## src/rtl/fetch_queue.sv

```systemverilog
// ---------------------------------------------------------------------------
// fetch_queue
//
// Decoupling queue between instruction fetch and decode. Each word returned
// by instruction memory is stored together with its PC in a small circular
// buffer. Decode sees the oldest entry at the head and pops it with
// dec_ready. The program counter unit advances only when a word is actually
// accepted (ihit && fetch_ready).
//
// A halt word (opcode 6'b111111) is still enqueued, but it freezes further
// fetching. Queued words keep draining to decode. Only a flush (redirect)
// or a reset leaves the halted state. A flush discards every queued word,
// including the word on imemload in the flush cycle.
//
// Parameters
//   DEPTH        number of queue entries (power of two, >= 2)
//
// Ports
//   CLK          system clock; all state changes on its rising edge
//   RST          synchronous active-high reset
//   ihit         instruction memory returned a valid word this cycle
//   imemload     instruction word from instruction memory
//   imemaddr     PC of the word on imemload
//   fetch_ready  queue can accept a word (registered state only)
//   flush        redirect; discards all queued words
//   valid        head entry is valid
//   dec_ready    decode consumes the head entry this cycle
//   instr        instruction at head (0 when not valid)
//   instr_pc     PC of head instruction (0 when not valid)
//   npc          instr_pc + 4 (0 when not valid)
//   count        number of occupied entries
//   halted       a halt word has been enqueued; fetching is frozen
// ---------------------------------------------------------------------------
module fetch_queue #(
    parameter int DEPTH = 4
) (
    input  logic                     CLK,
    input  logic                     RST,
    input  logic                     ihit,
    input  logic [31:0]              imemload,
    input  logic [31:0]              imemaddr,
    output logic                     fetch_ready,
    input  logic                     flush,
    output logic                     valid,
    input  logic                     dec_ready,
    output logic [31:0]              instr,
    output logic [31:0]              instr_pc,
    output logic [31:0]              npc,
    output logic [$clog2(DEPTH):0]   count,
    output logic                     halted
);

    localparam int AW = $clog2(DEPTH);
    localparam int CW = AW + 1;
    localparam logic [CW-1:0] FULL_COUNT = CW'(DEPTH);
    localparam logic [5:0]    HALT_OPCODE = 6'b111111;

    typedef enum logic {
        RUN  = 1'b0,
        HALT = 1'b1
    } state_t;

    // Storage is not reset: every output read from it is masked by valid.
    logic [63:0]   mem_q [DEPTH];

    logic [AW-1:0] head_q, head_d;
    logic [AW-1:0] tail_q, tail_d;
    logic [CW-1:0] count_q, count_d;
    state_t        state_q, state_d;

    logic          push;
    logic          pop;
    logic [63:0]   head_entry;

    // Handshake outputs come only from registers, so there is no
    // combinational path from dec_ready or flush to fetch_ready.
    always_comb begin
        fetch_ready = (count_q != FULL_COUNT) && (state_q == RUN);
        valid       = (count_q != '0);
        halted      = (state_q == HALT);
        count       = count_q;
    end

    // Head entry presentation; zeroed whenever the queue is empty.
    always_comb begin
        head_entry = mem_q[head_q];
        instr      = '0;
        instr_pc   = '0;
        npc        = '0;
        if (valid) begin
            instr    = head_entry[31:0];
            instr_pc = head_entry[63:32];
            npc      = head_entry[63:32] + 32'd4;
        end
    end

    // Next-state logic. Flush overrides any push or pop in the same cycle.
    // A full queue refuses a push even when a pop frees a slot this cycle,
    // because fetch_ready was already low and the PC unit held its PC.
    always_comb begin
        push    = ihit && fetch_ready && !flush;
        pop     = valid && dec_ready && !flush;
        head_d  = head_q;
        tail_d  = tail_q;
        count_d = count_q;
        state_d = state_q;
        if (flush) begin
            head_d  = '0;
            tail_d  = '0;
            count_d = '0;
            state_d = RUN;
        end else begin
            if (push) begin
                tail_d = tail_q + AW'(1);
            end
            if (pop) begin
                head_d = head_q + AW'(1);
            end
            case ({push, pop})
                2'b10:   count_d = count_q + CW'(1);
                2'b01:   count_d = count_q - CW'(1);
                default: count_d = count_q;
            endcase
            // The halt word itself is enqueued; only later fetches stop.
            if (push && (imemload[31:26] == HALT_OPCODE)) begin
                state_d = HALT;
            end
        end
    end

    // Pointer, occupancy and RUN/HALT state registers. Reset wins over all.
    always_ff @(posedge CLK) begin
        if (RST) begin
            head_q  <= '0;
            tail_q  <= '0;
            count_q <= '0;
            state_q <= RUN;
        end else begin
            head_q  <= head_d;
            tail_q  <= tail_d;
            count_q <= count_d;
            state_q <= state_d;
        end
    end

    // Storage write at the tail slot on an accepted push.
    always_ff @(posedge CLK) begin
        if (!RST && push) begin
            mem_q[tail_q] <= {imemaddr, imemload};
        end
    end

endmodule

```

## config.mk

```make
export PLATFORM = sky130hd
export DESIGN_NAME = fetch_queue
export DESIGN_NICKNAME = d
export VERILOG_FILES = /design/src/rtl/fetch_queue.sv
export SDC_FILE = /design/constraint.sdc
export NUM_CORES = 1
export LEC_CHECK = 0
export BUFFER_PORTS_ARGS = -buffer_cell sky130_fd_sc_hd__buf_2
export CAP_MARGIN = 20
export CORE_MARGIN = 2
export CORE_UTILIZATION = 60
export DETAILED_ROUTE_END_ITERATION = 8
export PLACE_DENSITY = 0.84
export SYNTH_ARGS = -nofsm -noshare
export SYNTH_HDL_FRONTEND = slang
export SYNTH_SLANG_ARGS = --single-unit
```

## constraint.sdc

```tcl
create_clock -name CLK -period 7.5 [get_ports CLK]
set_input_delay 1.5 -clock CLK [delete_from_list [all_inputs] [get_ports CLK]]
set_output_delay 1.5 -clock CLK [all_outputs]
set_load 0.02 [all_outputs]
```

==> impl_metrics.toml <==
[sta]
worstMarginPinSlew_ps = 1010
max_freq_mhz = 188
finalCritPeriodShare_pct = 71.0
slew_violations = 0
skew_ps = 10.8
finalHoldViolations = 0
relSlewSlack_pct = 32.4
final.min_clock_period_ps = 5320
setup_viol = 0
setup_tns_ps = 0
rsz0062_at_grt = "false"

[pwr]
power.leakage_nw = 4.57
p_total_w = 0.00314
vdd_drop_max_uv = 245
p_per_area_nw_per_um2 = 244

[placed_design]
place.gp.congestion = 0.953
dp.cells = 955
portBuffers = 170
place_area_um2 = 12000
dp_hpwl_um = 13200

[final_layout]
layout.cells.non_filler = 1005
multi_input_area_um2 = 2890
seq_area_um2 = 7900
area_growth_pct = 17.3
layout-drive-gt1-share_pct = 37.3
design_area_um2 = 12900
final_nets = 830
fin_util_pct = 71.8
fill_cells = 1113

[hold_path]
hold_class = "reg2reg"
holdPathStages = 2
min_to = "halted"
min-delay-start = "halted"

[run_status]
status = "complete, no violations"

[synthesis]
synthArstFlopShare_pct = 0
ys.flop_type = "edfxtp_1"
synth_edf_count = 256
synth-seq-cells = 266
ys_seq_area_share_pct = 71.7
ys.warnings.count = 0
yosysUniqueCellTypes = 44
avgSynthCellArea_um2 = 18.8
syn_inst = 584
netlist_area_um2 = 11000
syn-num-nets = 660

[worst_setup_path]
critPathLaunchType = "register"
slowest_stage = "dfxtp_4"
crit_chain = "mux4_1 -> nand4_2 -> or4_1 -> nor3_1 -> mux2_2 -> buf_2"
rrSetupSlack_ps = 4760
end_kind = "output pin"
critPathMaxStageDelay_ps = 920
cp.required_ps = 6000
cp.arrival_ps = 3820
crit_buf_inv = 1
critical_path.top_delay_family = "simple AND/OR/NAND/NOR gates"
worstReg2RegEnd = "count[2]"
critPathKind = "reg2out"
crit_fanout = 64
reg2reg_depth = 9
reg2reg_from = "count[0]"

[clocking]
tritoncts = "built"
cts_buffers = 26
post-cts-setup-buffers = 0
h-tree-depth = 1
clock_latency_ps = 520
clk_pin_slew_ps = 60
root_buffer = "clkbuf_16"
cts_resized = 0
cts_buffer_depth = 3
clkSinkCount = 266
cts_hold_buf = 0

[die]
die_area_um2 = 19400
start_util_pct = 61.3
io_pins = 171
die_h_um = 139
core_um2 = 18000
rows = 49
fp.dieW_um = 139

[run]
drv_cap = 0

[global_route]
grt_max_degree = 65
grt_use_total_pct = 22.6
antenna_found_initial = 3
grt_pass1_vias = 6265
grt_pass1_wl_um = 34200
grt_overflow = 0

[route]
dr_total_vias = 5919
drtIter0Drc = 358
drc_errors = 0
drtPass1Iterations = 5
wl_per_cell_um = 21.7
wl_um = 21800
vias_per_cell = 5.89
ant_nets = 0
==> cell type report <==
type | count | share of cell area (%)
Clock inverter | 21 | 1.88
Clock buffer | 27 | 5.24
Timing Repair Buffer | 172 | 6.71
Tap cell | 229 | 2.22
Antenna cell | 2 | 0.0388
Inverter | 11 | 0.320
Multi-Input combinational cell | 277 | 22.4
Sequential cell | 266 | 61.2
==> routing by layer <==
layer | vias to the layer above | part of all wire [%] | GRT usage [%]
met5 | - | 0 | 0
met4 | 0 | 2.3 | 6.59
met3 | 48 | 7.6 | 5.37
met2 | 243 | 50 | 38.2
met1 | 2968 | 40 | 29.7
li1 | 2660 | - | -
==> per-stage QoR <==
step                hold WS, ps  worst slack, ps
finish                      522             2180
global placement            497             2830
CTS                         535             2150
global route                577             1940
detailed placement          513             2720
floorplan                   485             3580
==> worst reg2reg max path: cells and delay by family, from the launching register on <==
kind	cells	cell delay, ps
compound gates	1	190
xor+xnor	1	170
fa+ha+maj	2	660
buf+inv	2	310
flops	1	440
simple gates	3	880
==> layout by cell type, fill, tap and decap left out, types with 3 or more instances in the layout <==
cell and count:
a21oi_1 9, and2_1 60, and3_4 4, buf_2 170, bufinv_16 5, clkbuf_16 27, clkinv_2 9, clkinvlp_4 3
dfxtp_1 8, edfxtp_1 256, ha_1 6, inv_1 10, mux2_2 7, mux4_1 17, mux4_2 47, nand2_1 8
nand3_1 10, nand4_2 3, nor2_1 39, nor3_1 8, nor4_1 5, o21ai_0 8, or3_1 8, xnor2_1 14
xor2_1 4
==> how the worst max path moves through the flow <==
stage | from | endpoint | slack, ps | depth (start not counted)
2_1_floorplan | register | npc[20] | 3580 | 8
3_3_place_gp | register | npc[31] | 2830 | 6
3_5_place_dp | register | npc[31] | 2720 | 6
4_1_cts | register | npc[31] | 2150 | 6
5_1_grt | register | npc[29] | 1940 | 7
6_report | register | npc[31] | 2180 | 6
==> registers in the layout, indices dropped and copies added (netlist names), named ones only <==
register and flops:
tail_q 2, head_q 2, count 3, mem_q 256
halted 1
==> synthesized netlist by cell type, types with 2 or more instances <==
| cell type | n | share of area [%] |
|---|---|---|
| a21oi_1 | 9 | 0.41 |
| and2_1 | 60 | 3.4 |
| and3_1 | 4 | 0.23 |
| and4_1 | 2 | 0.16 |
| buf_2 | 5 | 0.23 |
| buf_4 | 3 | 0.20 |
| buf_6 | 3 | 0.31 |
| clkbuf_1 | 14 | 0.48 |
| clkbuf_8 | 3 | 0.38 |
| dfxtp_1 | 10 | 1.8 |
| edfxtp_1 | 256 | 70 |
| ha_1 | 6 | 0.68 |
| inv_1 | 11 | 0.38 |
| mux2_2 | 7 | 0.72 |
| mux4_1 | 17 | 4.1 |
| mux4_2 | 47 | 9.6 |
| nand2_1 | 8 | 0.27 |
| nand3_1 | 10 | 0.45 |
| nand4_1 | 2 | 0.11 |
| nand4_2 | 3 | 0.34 |
| nor2_1 | 39 | 1.3 |
| nor3_1 | 8 | 0.36 |
| nor3b_1 | 2 | 0.14 |
| nor4_1 | 5 | 0.28 |
| o21ai_0 | 8 | 0.36 |
| or3_1 | 8 | 0.45 |
| xnor2_1 | 14 | 1.1 |
| xor2_1 | 4 | 0.32 |
==> logic make-up after synthesis <==
family	Yosys count	share of synthesized area [%]
fa+ha+maj	7	0.864
flops	266	71.7
buf+inv	41	2.29
simple gates	160	8.23
mux	73	14.6
xor+xnor	18	1.43
compound gates	19	0.910
==> where the power goes <==
group / total [W] / switching, W / leakage [nW] / internal (W)
Combinational: 0.000135 / 0.0000863 / 1.73 / 0.0000490
Sequential: 0.00165 / 0.00000467 / 2.40 / 0.00164
Clock: 0.00136 / 0.000532 / 0.451 / 0.000829
(Power assumes the default switching activity.)
